`config.mk`:
```
export PLATFORM = sky130hd
export DESIGN_NAME = sigmoid_alu_sum_sequencer_flat
export DESIGN_NICKNAME = d
export VERILOG_FILES = /design/src/rtl/sigmoid_alu_pkg.sv /design/src/rtl/sigmoid_alu_sum_sequencer_if.sv /design/src/rtl/sigmoid_ALU_4_way_adder.sv /design/src/rtl/sigmoid_alu_sum_sequencer.sv /design/src/flat_wrapper.sv
export SDC_FILE = /design/constraint.sdc
export NUM_CORES = 1
export LEC_CHECK = 0
export ABC_AREA = 1
export CORE_ASPECT_RATIO = 0.5
export CORE_MARGIN = 5
export CORE_UTILIZATION = 57
export DETAILED_ROUTE_END_ITERATION = 7
export PLACE_DENSITY = 0.95
export SLEW_MARGIN = 20
export SYNTH_ARGS = -nofsm -noshare
export SYNTH_HDL_FRONTEND = slang
export SYNTH_HIERARCHICAL = 1
export SYNTH_SLANG_ARGS = --single-unit
```
`constraint.sdc`:
```
create_clock -name clk -period 3 [get_ports clk]
set_input_delay 0.45 -clock clk [delete_from_list [all_inputs] [get_ports clk]]
set_output_delay 0.45 -clock clk [all_outputs]
set_load 0.1 [all_outputs]
```
`src/rtl/sigmoid_alu_pkg.sv`:
```
// Shared types and widths for the sigmoid ALU sum sequencer slice.
package sigmoid_alu_pkg;

    localparam int NUM_LANES = 4;
    localparam int LANE_W    = 8;
    localparam int CNT_W     = 8;
    localparam int ACC_W     = 18;
    localparam int SUM_W     = 10;

    typedef enum logic [1:0] {
        ST_IDLE  = 2'd0,
        ST_ACCUM = 2'd1,
        ST_DONE  = 2'd2
    } seq_state_t;

endpackage

```
`src/rtl/sigmoid_alu_sum_sequencer_if.sv`:
```
// Job / beat / result handshake bundle between producer, consumer and sequencer.
interface sigmoid_alu_sum_sequencer_if;
    import sigmoid_alu_pkg::*;

    logic                            start;
    logic [CNT_W-1:0]                group_count;
    logic                            abort;
    logic                            in_valid;
    logic [NUM_LANES*LANE_W-1:0]     in_data;
    logic                            in_ready;
    logic                            out_ready;
    logic                            out_valid;
    logic [ACC_W-1:0]                sum_out;
    logic                            busy;

    modport master (
        output start, group_count, abort, in_valid, in_data, out_ready,
        input  in_ready, out_valid, sum_out, busy
    );

    modport slave (
        input  start, group_count, abort, in_valid, in_data, out_ready,
        output in_ready, out_valid, sum_out, busy
    );

endinterface

```
`src/rtl/sigmoid_ALU_4_way_adder.sv`:
```
// Signed sum of the four 8-bit lanes of one beat into a 10-bit result.
module sigmoid_ALU_4_way_adder
    import sigmoid_alu_pkg::*;
#(
    parameter int LANES = NUM_LANES
) (
    input  logic [LANES*LANE_W-1:0] i_data,
    output logic [SUM_W-1:0]        o_sum
);

    logic [LANE_W-1:0] w_lane;
    logic [SUM_W-1:0]  w_sum;

    // Sign-extend each lane to the result width and add them up; 10 bits
    // holds 4 * -128 = -512 down to 4 * 127 = 508 without wrapping.
    always_comb begin
        w_lane = '0;
        w_sum  = '0;
        for (int i = 0; i < LANES; i++) begin
            w_lane = i_data[i*LANE_W +: LANE_W];
            w_sum  = w_sum + {{(SUM_W-LANE_W){w_lane[LANE_W-1]}}, w_lane};
        end
    end

    assign o_sum = w_sum;

endmodule

```
`src/rtl/sigmoid_alu_sum_sequencer.sv`:
```
// Accumulates group_count beats of four signed lanes into an 18-bit job sum
// and presents it with a valid/ready handshake until the consumer takes it.
module sigmoid_alu_sum_sequencer
    import sigmoid_alu_pkg::*;
#(
    parameter int LANES = NUM_LANES
) (
    input  logic                     clk,
    input  logic                     n_rst,
    sigmoid_alu_sum_sequencer_if.slave bus
);

    seq_state_t         r_state;
    seq_state_t         w_next;
    logic [ACC_W-1:0]   r_acc;
    logic [CNT_W-1:0]   r_remaining;
    logic [SUM_W-1:0]   w_beat_sum;
    logic [ACC_W-1:0]   w_beat_ext;
    logic               w_xfer;

    sigmoid_ALU_4_way_adder #(
        .LANES (LANES)
    ) u_adder (
        .i_data (bus.in_data),
        .o_sum  (w_beat_sum)
    );

    assign w_beat_ext = {{(ACC_W-SUM_W){w_beat_sum[SUM_W-1]}}, w_beat_sum};
    assign w_xfer     = (r_state == ST_ACCUM) && bus.in_valid;

    // State register; reset drops any job in flight.
    always_ff @(posedge clk or negedge n_rst) begin
        if (!n_rst) begin
            r_state <= ST_IDLE;
        end else begin
            r_state <= w_next;
        end
    end

    // Next-state decode; abort overrides everything, and DONE->IDLE never
    // looks at start so a new job waits at least one cycle in IDLE.
    always_comb begin
        w_next = r_state;
        if (bus.abort) begin
            w_next = ST_IDLE;
        end else begin
            case (r_state)
                ST_IDLE: begin
                    if (bus.start) begin
                        w_next = (bus.group_count != '0) ? ST_ACCUM : ST_DONE;
                    end
                end
                ST_ACCUM: begin
                    if (w_xfer && (r_remaining == CNT_W'(1))) begin
                        w_next = ST_DONE;
                    end
                end
                ST_DONE: begin
                    if (bus.out_ready) begin
                        w_next = ST_IDLE;
                    end
                end
                default: w_next = ST_IDLE;
            endcase
        end
    end

    // Accumulator and beat counter: loaded on start, stepped per transfer,
    // frozen in DONE so the result stays stable until it is taken.
    always_ff @(posedge clk or negedge n_rst) begin
        if (!n_rst) begin
            r_acc       <= '0;
            r_remaining <= '0;
        end else if (bus.abort) begin
            r_acc       <= '0;
            r_remaining <= '0;
        end else begin
            case (r_state)
                ST_IDLE: begin
                    if (bus.start) begin
                        r_acc       <= '0;
                        r_remaining <= bus.group_count;
                    end
                end
                ST_ACCUM: begin
                    if (w_xfer) begin
                        r_acc       <= r_acc + w_beat_ext;
                        r_remaining <= r_remaining - CNT_W'(1);
                    end
                end
                default: begin
                    r_acc       <= r_acc;
                    r_remaining <= r_remaining;
                end
            endcase
        end
    end

    assign bus.in_ready  = (r_state == ST_ACCUM);
    assign bus.out_valid = (r_state == ST_DONE);
    assign bus.busy      = (r_state != ST_IDLE);
    assign bus.sum_out   = r_acc;

endmodule

```
`src/flat_wrapper.sv`:
```
// flat-port wrapper written by rule: the top's interface ports become plain ports
module sigmoid_alu_sum_sequencer_flat import sigmoid_alu_pkg::*;
#(
    parameter int LANES = NUM_LANES
)
  (clk, n_rst, bus_start, bus_group_count, bus_abort, bus_in_valid, bus_in_data, bus_out_ready, bus_in_ready, bus_out_valid, bus_sum_out, bus_busy);
  sigmoid_alu_sum_sequencer_if bus_i ();
  input  logic clk;
  input  logic n_rst;
  input wire logic [$bits(bus_i.start)-1:0] bus_start;
  input wire logic [$bits(bus_i.group_count)-1:0] bus_group_count;
  input wire logic [$bits(bus_i.abort)-1:0] bus_abort;
  input wire logic [$bits(bus_i.in_valid)-1:0] bus_in_valid;
  input wire logic [$bits(bus_i.in_data)-1:0] bus_in_data;
  input wire logic [$bits(bus_i.out_ready)-1:0] bus_out_ready;
  output wire logic [$bits(bus_i.in_ready)-1:0] bus_in_ready;
  output wire logic [$bits(bus_i.out_valid)-1:0] bus_out_valid;
  output wire logic [$bits(bus_i.sum_out)-1:0] bus_sum_out;
  output wire logic [$bits(bus_i.busy)-1:0] bus_busy;
  assign bus_i.start = bus_start;
  assign bus_i.group_count = bus_group_count;
  assign bus_i.abort = bus_abort;
  assign bus_i.in_valid = bus_in_valid;
  assign bus_i.in_data = bus_in_data;
  assign bus_i.out_ready = bus_out_ready;
  assign bus_in_ready = bus_i.in_ready;
  assign bus_out_valid = bus_i.out_valid;
  assign bus_sum_out = bus_i.sum_out;
  assign bus_busy = bus_i.busy;
  sigmoid_alu_sum_sequencer #(.LANES(LANES)) u_core (.clk(clk), .n_rst(n_rst), .bus(bus_i));
endmodule
```
==> report_table.html <==
<table>
<tr><th>Metric</th><th>Value</th></tr>
<tr><th colspan="2">Detailed routing</th></tr>
<tr><td>Post-route DRC</td><td>approximately 270</td></tr>
<tr><td>Vias after detailed routing</td><td>4722</td></tr>
<tr><td>WL final</td><td>18290 µm</td></tr>
<tr><td>DRC violation total after the first TritonRoute iteration</td><td>1117</td></tr>
<tr><td>Number of nets with antenna violations after detailed routing</td><td>0</td></tr>
<tr><td>Drt wl/cell</td><td>27.42 µm</td></tr>
<tr><td>Iteration count of the initial detailed-routing pass</td><td>8</td></tr>
<tr><td>Detail-routed via count per cell</td><td>7.079</td></tr>
<tr><th colspan="2">Timing</th></tr>
<tr><td>Final Worst Setup Slack</td><td>-1.092 ns</td></tr>
<tr><td>F_max</td><td>244.4 MHz</td></tr>
<tr><td>Worst hold margin</td><td>between 0.5 and 0.6 ns</td></tr>
<tr><td>Slew of the pin with the lowest slew margin</td><td>0.5196 ns</td></tr>
<tr><td>Shortest clock period the worst path allows after layout</td><td>4.092 ns</td></tr>
<tr><td>Clock Skew</td><td>0.01545 ns</td></tr>
<tr><td>Hold Fails Final Rpt</td><td>0</td></tr>
<tr><td>Count of endpoints failing setup in the final report</td><td>16</td></tr>
<tr><td>Part of the cycle the worst path needs</td><td>136.4%</td></tr>
<tr><td>Unrepaired setup endpoints after global routing</td><td>true</td></tr>
<tr><td>Slew margin rel.</td><td>65.23%</td></tr>
<tr><td>Final number of max-transition violations</td><td>0</td></tr>
<tr><th colspan="2">Global routing</th></tr>
<tr><td>Overall fraction of global-route tracks in use</td><td>36.27%</td></tr>
<tr><td>Global routing usage on met1</td><td>41.67%</td></tr>
<tr><td>Aggregate global routing overflow</td><td>0</td></tr>
<tr><td>Global-route wire length before repair</td><td>20820 µm</td></tr>
<tr><td>Via count of the first global-routing pass</td><td>4256</td></tr>
<tr><td>Maximum number of pins on one net before global-route repair</td><td>29</td></tr>
<tr><td>Met3 track utilization from global routing</td><td>10.25%</td></tr>
<tr><td>Initial antenna violation count</td><td>1</td></tr>
<tr><td>Most congested layer reported by global routing</td><td>met2</td></tr>
<tr><td>Met2 demand-to-capacity share in global routing</td><td>about three fifths</td></tr>
<tr><th colspan="2">Cells and area</th></tr>
<tr><td>Number of nets in the layout</td><td>between 600 and 700</td></tr>
<tr><td>Final Cell Area</td><td>5171 µm²</td></tr>
<tr><td>Share of layout cells above drive strength 1</td><td>41.39%</td></tr>
<tr><td>Area growth syn-to-layout</td><td>61.95%</td></tr>
<tr><th colspan="2">CTS</th></tr>
<tr><td>CTS Buffer Depth</td><td>2</td></tr>
<tr><td>Clock transition at path regs</td><td>0.13 ns</td></tr>
<tr><td>Hold-fix buffers at CTS</td><td>0</td></tr>
<tr><td>Root Buffer Master</td><td>sky130_fd_sc_hd__clkbuf_8</td></tr>
<tr><td>Clock tree from TritonCTS</td><td>done</td></tr>
<tr><td>Clock sink count</td><td>28</td></tr>
<tr><td>Maximum level of the CTS H-tree</td><td>1</td></tr>
<tr><td>CTS Buf Count</td><td>3</td></tr>
<tr><td>Clock network latency to the later pin of the worst-skew pair</td><td>around 0.30 ns</td></tr>
<tr><th colspan="2">Synth</th></tr>
<tr><td>Asr flop ratio synth</td><td>100.0%</td></tr>
<tr><td>Seq/Total Area, Yosys</td><td>21.94%</td></tr>
<tr><td>Total nets after synthesis</td><td>563</td></tr>
<tr><td>Count of mapped cells out of synthesis</td><td>471</td></tr>
<tr><td>Number of flops mapped to enable cells by yosys</td><td>0</td></tr>
<tr><td>Most common cell in the synthesized netlist</td><td>sky130_fd_sc_hd__nand2_1</td></tr>
<tr><td>Fraction of post-synthesis cell area in the top cell type by area</td><td>a little over a fifth</td></tr>
<tr><td>Flip-flop and latch count after synthesis</td><td>28</td></tr>
<tr><td>Yosys Warn Count</td><td>6</td></tr>
<tr><td>Largest area contributor in the synthesized netlist</td><td>sky130_fd_sc_hd__dfrtp_1</td></tr>
<tr><td>Commonest cells in the netlist</td><td>146 x sky130_fd_sc_hd__nand2_1, 96 x sky130_fd_sc_hd__inv_1, 34 x sky130_fd_sc_hd__nor2_1</td></tr>
<tr><td>Distinct cell type count of the synthesized netlist</td><td>32</td></tr>
<tr><td>Mapped cell area</td><td>3193 µm²</td></tr>
<tr><td>Synth top area cells</td><td>sky130_fd_sc_hd__dfrtp_1 22%, sky130_fd_sc_hd__nand2_1 17%, sky130_fd_sc_hd__fa_1 11%</td></tr>
<tr><td>Post-synthesis area per instance</td><td>6.779 µm²</td></tr>
<tr><td>Dominant synthesized flop cell</td><td>sky130_fd_sc_hd__dfrtp_1</td></tr>
<tr><th colspan="2">Floorplanning</th></tr>
<tr><td>Floorplan die height</td><td>between 60 and 70 µm</td></tr>
<tr><td>Width of the die</td><td>115.8 µm</td></tr>
<tr><td>Number of placed I/O pins</td><td>between 60 and 70</td></tr>
<tr><td>CORE AREA</td><td>roughly 5400 µm²</td></tr>
<tr><td>Initial cell density of the core</td><td>58.65%</td></tr>
<tr><td>Count of standard-cell rows</td><td>19</td></tr>
<tr><td>Die Footprint</td><td>7290 µm²</td></tr>
<tr><th colspan="2">Run status</th></tr>
<tr><td>Failing checks</td><td>design-rule violations, negative setup slack</td></tr>
<tr><td>Status</td><td>finished with violations</td></tr>
<tr><th colspan="2">Worst setup path</th></tr>
<tr><td>Worst-path maximum fanout</td><td>5</td></tr>
<tr><td>Data arrival at the endpoint of the critical path</td><td>4.35 ns</td></tr>
<tr><td>Crit path launch</td><td>bus_in_data[19]</td></tr>
<tr><td>Data required time of the critical path</td><td>3.25 ns</td></tr>
<tr><td>Category of the most critical setup path</td><td>input pin to register</td></tr>
<tr><td>Critical Path End Type</td><td>register</td></tr>
<tr><td>Worst setup SP type</td><td>input pin</td></tr>
<tr><td>Start of the worst register-to-register path</td><td>u_core/bus.sum_out[1]</td></tr>
<tr><th colspan="2">Placed design</th></tr>
<tr><td>Placed Instance Area</td><td>4330 µm²</td></tr>
<tr><td>GPL Wtd Cong</td><td>0.9079</td></tr>
<tr><td>Detailed Place HPWL</td><td>7495 µm</td></tr>
<tr><td>Number of port buffers</td><td>66</td></tr>
<tr><th colspan="2">Power and ir drop</th></tr>
<tr><td>Static leakage power</td><td>2.593 nW</td></tr>
<tr><td>Ratio of total power to cell area</td><td>1229 nW/µm²</td></tr>
<tr><td>Largest voltage drop on the vdd net</td><td>~0.84 mV</td></tr>
<tr><th colspan="2">Job</th></tr>
<tr><td>MaxCap Viol Count</td><td>0</td></tr>
<tr><th colspan="2">Min path</th></tr>
<tr><td>Class of the tightest hold or removal check</td><td>input pin to async pin</td></tr>
</table>
state kept, by name, indices dropped and copies added (netlist names):
| name | cells |
|---|---|
| u_core/bus.sum_out | 18 |
| u_core/r_remaining | 8 |
| u_core/r_state | 2 |
area by class of cell:
cell class | instances | area, µm²
antenna | 2 | 5.005
clock buffer | 3 | 41.29
clock inverter | 1 | 30.03
fill | 138 | 272.8
inverter | 97 | 374.1
multi-input combinational | 344 | 2889
sequential | 28 | 700.7
tap | 73 | 91.34
timing repair buffer | 119 | 1040
final timing paths:
kind,cells after the start,endpoint,slack [ns]
worst max register to register,10,u_core/bus.sum_out[12],0.76
max in group asynchronous,2,u_core/r_state[1],2.10
worst min register to register,2,u_core/bus.sum_out[13],0.60
worst max-delay path,21,u_core/bus.sum_out[13],-1.09
worst min-delay path,2,u_core/bus.sum_out[3],0.58
min in group clk,2,u_core/bus.sum_out[13],0.60
logic make-up (layout without fill, tap and decap cells):
| logic type | Yosys count | count (layout) | synth area share (%) |
|---|---|---|---|
| flip-flops | 28 | 28 | 21.94 |
| AO/OA/AOI/OAI | 49 | 49 | 8.699 |
| AND/OR/NAND/NOR | 234 | 235 | 31.27 |
| buffers and inverters | 100 | 220 | 11.95 |
| other | 0 | 2 | 0 |
| multiplexers | 1 | 1 | 0.3135 |
| XOR/XNOR | 13 | 13 | 3.566 |
| adder cells (fa/ha/maj) | 46 | 46 | 22.26 |
power breakdown:
| group | switching [W] | total, W | internal (W) |
|---|---|---|---|
| clock network | 0.000153 | 0.000332 | 0.000180 |
| logic | 0.00331 | 0.00536 | 0.00205 |
| registers | 0.000175 | 0.000662 | 0.000487 |
| total | 0.00364 | 0.00636 | 0.00271 |
timing repair:
action / 4_1_cts / 5_1_grt
cloned: 1 / 0
pin swaps: 63 / 52
endpoints found under the setup margin: 16 / 16
endpoints found under the hold margin: 0 / 0
resized for setup: 103 / 94
buffers inserted: 7 / 14
cells in the final DEF, fill, tap and decap left out, types with 2 or more instances in the layout:
cell	Yosys	layout
sky130_fd_sc_hd__o21ai_1	0	7
sky130_fd_sc_hd__a21oi_1	16	4
sky130_fd_sc_hd__a21oi_4	0	5
sky130_fd_sc_hd__clkdlybuf4s50_1	0	21
sky130_fd_sc_hd__o22ai_1	5	5
sky130_fd_sc_hd__nor2_1	34	19
sky130_fd_sc_hd__buf_12	0	3
sky130_fd_sc_hd__xor2_1	7	5
sky130_fd_sc_hd__nor2_2	1	8
sky130_fd_sc_hd__ha_4	0	21
sky130_fd_sc_hd__nand3_2	1	6
sky130_fd_sc_hd__clkbuf_8	0	3
sky130_fd_sc_hd__buf_2	2	2
sky130_fd_sc_hd__nand3_1	30	23
sky130_fd_sc_hd__nand2_4	0	11
sky130_fd_sc_hd__clkbuf_2	0	3
sky130_fd_sc_hd__dlygate4sd2_1	0	11
sky130_fd_sc_hd__nor3_1	4	3
sky130_fd_sc_hd__nand2_8	0	2
sky130_fd_sc_hd__ha_1	28	6
sky130_fd_sc_hd__buf_6	0	8
sky130_fd_sc_hd__inv_2	1	31
sky130_fd_sc_hd__nand2_1	146	101
sky130_fd_sc_hd__xnor2_1	6	2
sky130_fd_sc_hd__fa_2	0	7
sky130_fd_sc_hd__xnor2_2	0	4
sky130_fd_sc_hd__xor2_4	0	2
sky130_fd_sc_hd__fa_1	18	11
sky130_fd_sc_hd__o21ai_0	21	13
sky130_fd_sc_hd__nor2_4	2	10
sky130_fd_sc_hd__nand2_2	3	36
sky130_fd_sc_hd__nand3b_1	9	9
sky130_fd_sc_hd__clkdlybuf4s15_1	0	7
sky130_fd_sc_hd__nand3_4	0	2
sky130_fd_sc_hd__buf_4	1	63
sky130_fd_sc_hd__inv_1	96	64
sky130_fd_sc_hd__a21oi_2	1	8
sky130_fd_sc_hd__diode_2	0	2
sky130_fd_sc_hd__nor4_1	2	2
sky130_fd_sc_hd__dfrtp_1	28	28
critical path, stage by stage:
cell and delay, ns:
sky130_fd_sc_hd__dlygate4sd2_1 0.24, sky130_fd_sc_hd__inv_2 0.08, sky130_fd_sc_hd__fa_2 0.44, sky130_fd_sc_hd__fa_1 0.52
sky130_fd_sc_hd__inv_2 0.06, sky130_fd_sc_hd__ha_4 0.16, sky130_fd_sc_hd__nor2_1 0.42, sky130_fd_sc_hd__nand2_2 0.18
sky130_fd_sc_hd__nand3_2 0.13, sky130_fd_sc_hd__nand3b_1 0.13, sky130_fd_sc_hd__buf_6 0.18, sky130_fd_sc_hd__nand2_8 0.11
sky130_fd_sc_hd__ha_4 0.24, sky130_fd_sc_hd__a21oi_2 0.26, sky130_fd_sc_hd__nand2_2 0.11, sky130_fd_sc_hd__buf_4 0.16
sky130_fd_sc_hd__nor2_4 0.11, sky130_fd_sc_hd__nand2_1 0.08, sky130_fd_sc_hd__nand2_1 0.08, sky130_fd_sc_hd__nand3_1 0.12
sky130_fd_sc_hd__nand2_1 0.09
routing by layer:
metal	vias up	wire (µm)
met2	642	7290
met3	301	3152
met1	2066	5584
met4	2	2208
met5	-	52
li1	1711	-
through the flow:
step	setup WS [ns]	total power, W	utilization, %	cells	TNS [ns]
final	-1.092	0.006355	94.99	667	-13.01
after detailed placement	-1.355	0.003985	79.54	639	-18.95
after CTS	-0.6014	0.004837	86.55	651	-6.672
after global routing	-1.139	0.006464	94.94	666	-13.41
after global placement	-1.271	0.003821	79.54	639	-17.30
after floorplan	-0.5370	0.002970	-	471	-4.944
Power figures use the tool's default switching activity.
